$ cat src/rtl/seq_multiplier.sv
// seq_multiplier: iterative shift-and-add unsigned multiplier, one multiplier
// bit retired per clock, start/busy/product_valid handshake.
// Optional build macro SEQ_MUL_EARLY_TERM_EN: finish as soon as the remaining
// multiplier bits are all zero (b==0 completes straight from IDLE).
module seq_multiplier #(
    parameter int unsigned WIDTH = 16
) (
    input  logic                 clk,
    input  logic                 rst_n,
    input  logic                 start,
    input  logic [WIDTH-1:0]     a,
    input  logic [WIDTH-1:0]     b,
    output logic                 busy,
    output logic [2*WIDTH-1:0]   product,
    output logic                 product_valid,
    output logic                 ovf
);

    localparam int unsigned PW    = 2 * WIDTH;
    localparam int unsigned CNT_W = $clog2(WIDTH);

    typedef enum logic [1:0] {
        S_IDLE = 2'd0,
        S_BUSY = 2'd1,
        S_DONE = 2'd2
    } state_t;

    state_t             state_q, state_d;
    logic [PW-1:0]      mcand_q, mcand_d;
    logic [WIDTH-1:0]   mplr_q, mplr_d;
    logic [PW-1:0]      acc_q, acc_d;
    logic [CNT_W-1:0]   count_q, count_d;
    logic               busy_q, busy_d;
    logic [PW-1:0]      product_q, product_d;
    logic               product_valid_q, product_valid_d;
    logic               ovf_q, ovf_d;

    logic [PW-1:0]      addend_c;
    logic [PW-1:0]      sum_c;
    logic               last_c;

    // Datapath for the current iteration and the last-iteration decision
    always_comb begin
        addend_c = mplr_q[0] ? mcand_q : '0;
        sum_c    = acc_q + addend_c;
        last_c   = (count_q == CNT_W'(WIDTH - 1));
`ifdef SEQ_MUL_EARLY_TERM_EN
        last_c   = last_c || ((mplr_q >> 1) == '0);
`endif
    end

    // State register
    always_ff @(posedge clk or negedge rst_n) begin
        if (!rst_n) begin
            state_q <= S_IDLE;
        end else begin
            state_q <= state_d;
        end
    end

    // Next-state logic
    always_comb begin
        state_d = state_q;
        case (state_q)
            S_IDLE: begin
                if (start) begin
`ifdef SEQ_MUL_EARLY_TERM_EN
                    state_d = (b == '0) ? S_DONE : S_BUSY;
`else
                    state_d = S_BUSY;
`endif
                end
            end
            S_BUSY: begin
                if (last_c) begin
                    state_d = S_DONE;
                end
            end
            S_DONE:  state_d = S_IDLE;
            default: state_d = S_IDLE;
        endcase
    end

    // Datapath and output next values
    always_comb begin
        mcand_d         = mcand_q;
        mplr_d          = mplr_q;
        acc_d           = acc_q;
        count_d         = count_q;
        product_d       = product_q;
        ovf_d           = ovf_q;
        product_valid_d = 1'b0;
        busy_d          = (state_d != S_IDLE);
        case (state_q)
            S_IDLE: begin
                if (start) begin
                    mcand_d = {{WIDTH{1'b0}}, a};
                    mplr_d  = b;
                    acc_d   = '0;
                    count_d = '0;
`ifdef SEQ_MUL_EARLY_TERM_EN
                    if (b == '0) begin
                        product_d       = '0;
                        ovf_d           = 1'b0;
                        product_valid_d = 1'b1;
                    end
`endif
                end
            end
            S_BUSY: begin
                acc_d   = sum_c;
                mcand_d = mcand_q << 1;
                mplr_d  = mplr_q >> 1;
                count_d = count_q + CNT_W'(1);
                if (last_c) begin
                    product_d       = sum_c;
                    ovf_d           = |sum_c[PW-1:WIDTH];
                    product_valid_d = 1'b1;
                end
            end
            default: begin
            end
        endcase
    end

    // Datapath and output registers
    always_ff @(posedge clk or negedge rst_n) begin
        if (!rst_n) begin
            mcand_q         <= '0;
            mplr_q          <= '0;
            acc_q           <= '0;
            count_q         <= '0;
            busy_q          <= 1'b0;
            product_q       <= '0;
            product_valid_q <= 1'b0;
            ovf_q           <= 1'b0;
        end else begin
            mcand_q         <= mcand_d;
            mplr_q          <= mplr_d;
            acc_q           <= acc_d;
            count_q         <= count_d;
            busy_q          <= busy_d;
            product_q       <= product_d;
            product_valid_q <= product_valid_d;
            ovf_q           <= ovf_d;
        end
    end

    assign busy          = busy_q;
    assign product       = product_q;
    assign product_valid = product_valid_q;
    assign ovf           = ovf_q;

endmodule

$ cat config.mk
export PLATFORM = sky130hd
export DESIGN_NAME = seq_multiplier
export DESIGN_NICKNAME = d
export VERILOG_FILES = /design/src/rtl/seq_multiplier.sv
export SDC_FILE = /design/constraint.sdc
export NUM_CORES = 1
export LEC_CHECK = 0
export BUFFER_PORTS_ARGS = -buffer_cell sky130_fd_sc_hd__buf_2
export CAP_MARGIN = 10
export CORE_MARGIN = 1
export CORE_UTILIZATION = 60
export CTS_CLUSTER_SIZE = 28
export DETAILED_ROUTE_END_ITERATION = 8
export PLACE_DENSITY = 0.91
export SYNTH_ARGS = -nofsm -noshare
export SYNTH_HDL_FRONTEND = slang
export SYNTH_SLANG_ARGS = --single-unit
export TNS_END_PERCENT = 100
$ cat constraint.sdc
create_clock -name clk -period 4.4 [get_ports clk]
set_input_delay 0.88 -clock clk [delete_from_list [all_inputs] [get_ports clk]]
set_output_delay 0.88 -clock clk [all_outputs]
set_load 0.02 [all_outputs]
==> PnR_summary.wiki <==
{| class="wikitable"
! Metric !! Value
|-
| Die extent in y || 110 microns
|-
| Vias || 6104
|-
| Cell Pwr Density || 664 nW/um^2
|-
| R2R Path Start || mplr_q[0]$_DFFE_PN0P_
|-
| Vias in the first global route || 5947
|-
| Number of buffers created by CTS || 17
|-
| Gate count of the mapped netlist || 772
|-
| Proportion of register bits with asynchronous set or reset after synthesis || 100%
|-
| Clock period minus final worst setup slack || 3.78 ns
|-
| Internal reg-to-reg setup slack || 0.62 ns
|-
| Count of state elements after synthesis || 121
|-
| Fin Clk Skew || 0.00819 ns
|-
| Number of cells on the worst reg-to-reg path || 12
|-
| DRC viols || 0
|-
| Number of maximum-capacitance constraint violations || 0
|-
| Final net count || 888
|-
| Total routing resource utilization after global routing || 32.2%
|-
| First-pass GRT wire length || 29100 microns
|-
| Post-route antenna net violation count || 0
|-
| Area of the mapped netlist || 6940 sq um
|-
| CP Capture Type || flip-flop
|-
| Required time worst endpoint || 4.69 ns
|-
| Max Freq || 265 MHz
|-
| Startpoint of the worst setup timing path || mplr_q[0]$_DFFE_PN0P_
|-
| Commonest cells after routing, fill and taps aside || 135 x nand2_1, 121 x dfrtp_1, 68 x buf_2
|-
| Kind of cell adding the most delay to the critical path || compound AO/OA/AOI/OAI gates
|-
| Combined area of the multi-input logic cells || 3670 sq um
|-
| Number of warnings printed during yosys synthesis || 0
|-
| Clock Pin Slew Worst Setup and Hold Paths || 0.06 ns
|-
| Core region area || 11100 sq um
|-
| Sequential element share of the synthesized area || 43.6%
|-
| Buffers and inverters on the worst path || 0
|-
| Die outline area || 12000 sq um
|-
| Cell chosen for the clock root || clkbuf_16
|-
| Synth area leaders || dfrtp_1 44%, nand2_1 7.3%, ha_1 5.8%
|-
| Row count || 38
|-
| Count of endpoints failing setup in the final report || 0
|-
| Measured slew at the worst slew-check pin || 1.10 ns
|-
| Post_cts resized || 0
|-
| Slew Viols, Final || 0
|-
| Inst Count DP || 941
|-
| Number of cells in the finished layout apart from fillers || 972
|-
| Post-Route Setup TNS || 0 ns
|-
| Cell area after placement || 7340 sq um
|-
| Capture point of the worst path || ovf$_DFFE_PN0P_
|-
| Arrival time at the worst endpoint || 4.07 ns
|-
| Syn-to-layout area delta || 14.4%
|-
| Maximum fanout along the worst path || 14
|-
| Number of buffers inserted to repair setup after CTS || 0
|-
| Worst VDD drop || 0.536 mV
|-
| FF+latch area || 3030 sq um
|-
| Final design area excluding fillers || 7940 sq um
|-
| Mean routed wirelength per cell || 18.5 microns
|-
| Maximum level of the CTS H-tree || 4
|-
| Width of the die || 110 microns
|-
| Critical-path cell with the highest stage delay || dfrtp_1
|-
| Fraction of final layout cells with drive strength greater than 1 || 15.4%
|-
| Commonest non-fill, non-tap cell in the layout || nand2_1
|-
| Setup repair after global routing missed its margin || false
|-
| Crit start category || flip-flop
|-
| Class of the worst hold path || reg -> reg
|-
| Overall routed net length || 18000 microns
|-
| Worst path depth || 12
|-
| Count of final hold-check violations || 0
|-
| Outcome || complete, no violations
|-
| Number of I/O port buffers || 69
|-
| Final GP Congestion || 0.928
|-
| Per-instance average area after synthesis || 9.00 sq um
|-
| CP Cell Sequence || and2_1 > ha_1 > fa_1 > a21o_2 > a221o_2 > a211oi_2 > o22ai_1 > o21ai_1 > xor2_1 > nand3b_1 > nor4_1 > a21oi_1
|-
| DRC violation total after the first TritonRoute iteration || 377
|-
| Global route total overflow || 0
|-
| Detailed placer's ending HPWL || 12200 microns
|-
| Min Hold Slack || 0.466 ns
|-
| Library cells used by synthesis || 66
|-
| Critical path type || reg -> reg
|-
| Number of flops mapped to enable cells by yosys || 0
|-
| Vias per Instance || 6.28
|-
| Sink count of the clock tree || 121
|-
| Post-CTS Hold Fix Bufs || 0
|-
| Initial core utilization || 62.7%
|-
| Max-slew headroom at the worst pin || 26.6%
|-
| Largest buffer count on any clock path || 2
|-
| Final worst path period share || 85.8%
|-
| Dominant cell type by area after synthesis || dfrtp_1
|-
| Filler Cells Inserted || 839
|-
| Number of nets in the synthesized netlist || 840
|-
| Count of inserted antenna diode cells || 0
|-
| Number of antenna violations at the first check in global routing || 0
|-
| Number of iterations in the first detailed-routing pass || 5
|-
| Area fraction of the dominant cell type after synthesis || 43.6%
|-
| Primary flip-flop cell chosen by synthesis mapping || dfrtp_1
|-
| Insertion delay of the later-clocked pin in the worst-skew pair || 0.42 ns
|-
| Reg2Reg Capture Point || ovf$_DFFE_PN0P_
|-
| Clock tree from TritonCTS || done
|-
| Static leakage power || 3.82 nW
|-
| Delay of the slowest critical-path stage || 0.51 ns
|-
| Largest net degree at the start of global routing || 73
|-
| IO Count || 70
|}
## cell type report
class	count	area share [%]
repair buffers	78	5.23
clock buffers	21	5.80
inverters	14	0.662
clock inverters	10	1.81
flip-flops and latches	121	38.1
multi-input cells	588	46.2
well taps	140	2.21
## Yosys cell counts (all sizes together), types with 3 or more instances
master	count
clkbuf	36
o22ai	3
a31oi	21
nor4	4
nor3	7
nand2	136
and2	51
and3	5
nand4	7
xnor2	16
o211ai	4
o21ai	73
mux2i	3
nor2b	18
a311oi	3
o21bai	4
inv	14
a31o	3
a22o	42
a21oi	52
a21o	9
nand3	11
a22oi	15
buf	13
or3	3
nand2b	4
or2	3
ha	32
xor2	7
nor2	25
dfrtp	121
## cell families after synthesis
group                      share of synthesized area (%)
muxes                                              0.757
AOI/OAI and AO/OA                                   23.6
adders and majority gates                           6.05
buffers and inverters                               3.86
DFF                                                 43.6
xor gates and xnor gates                            2.90
and+or+nand+nor                                     19.2
## worst reg2reg max path, delay by kind of cell, from the launching register on
family                   cells  cell delay, ns
AO/OA/AOI/OAI                6            1.68
flip-flops                   1            0.51
XOR/XNOR                     1            0.23
adder cells (fa/ha/maj)      2            0.63
AND/OR/NAND/NOR              3            0.60
## stage by stage
stage          setup WS [ns]  util (%)  total power (W)
2_1_floorplan           1.26         -          0.00326
3_3_place_gp           0.841      66.2          0.00374
3_5_place_dp           0.780      66.2          0.00381
4_1_cts                0.708      71.7          0.00526
5_1_grt                0.483      71.7          0.00559
6_report               0.624      71.7          0.00527
## flip-flops by register name, indices dropped and copies added (netlist names)
name / cells
mcand_q: 32
product_valid: 1
product: 32
ovf: 1
busy: 1
acc_q: 32
mplr_q: 16
count_q: 4
state_q: 2
## metal layers
layer	vias up	GRT usage (%)	share of wire [%]
met5	-	0	0
met4	0	12.5	2.6
met3	39	8.00	6.4
met2	232	52.9	48
met1	2975	41.0	43
li1	2858	-	-
## power breakdown
group | switching (W) | leakage, nW | total, W | internal [W]
Sequential | 0.000313 | 1.59 | 0.00183 | 0.00152
Clock | 0.000504 | 0.286 | 0.00142 | 0.000918
Combinational | 0.00124 | 1.95 | 0.00201 | 0.000779
## worst min-delay path by stage
stage / startpoint / endpoint / slack, ns / depth (start not counted)
final: product[13]$_DFFE_PN0P_ / product[13]$_DFFE_PN0P_ / 0.47 / 2
after global routing: product[10]$_DFFE_PN0P_ / product[10]$_DFFE_PN0P_ / 0.49 / 2
after CTS: product[9]$_DFFE_PN0P_ / product[9]$_DFFE_PN0P_ / 0.47 / 2
after detailed placement: product[9]$_DFFE_PN0P_ / product[9]$_DFFE_PN0P_ / 0.46 / 2
after global placement: product[13]$_DFFE_PN0P_ / product[13]$_DFFE_PN0P_ / 0.45 / 2
after floorplan: mcand_q[10]$_DFFE_PN0P_ / mcand_q[10]$_DFFE_PN0P_ / 0.46 / 2
Power figures use the tool's default switching activity.
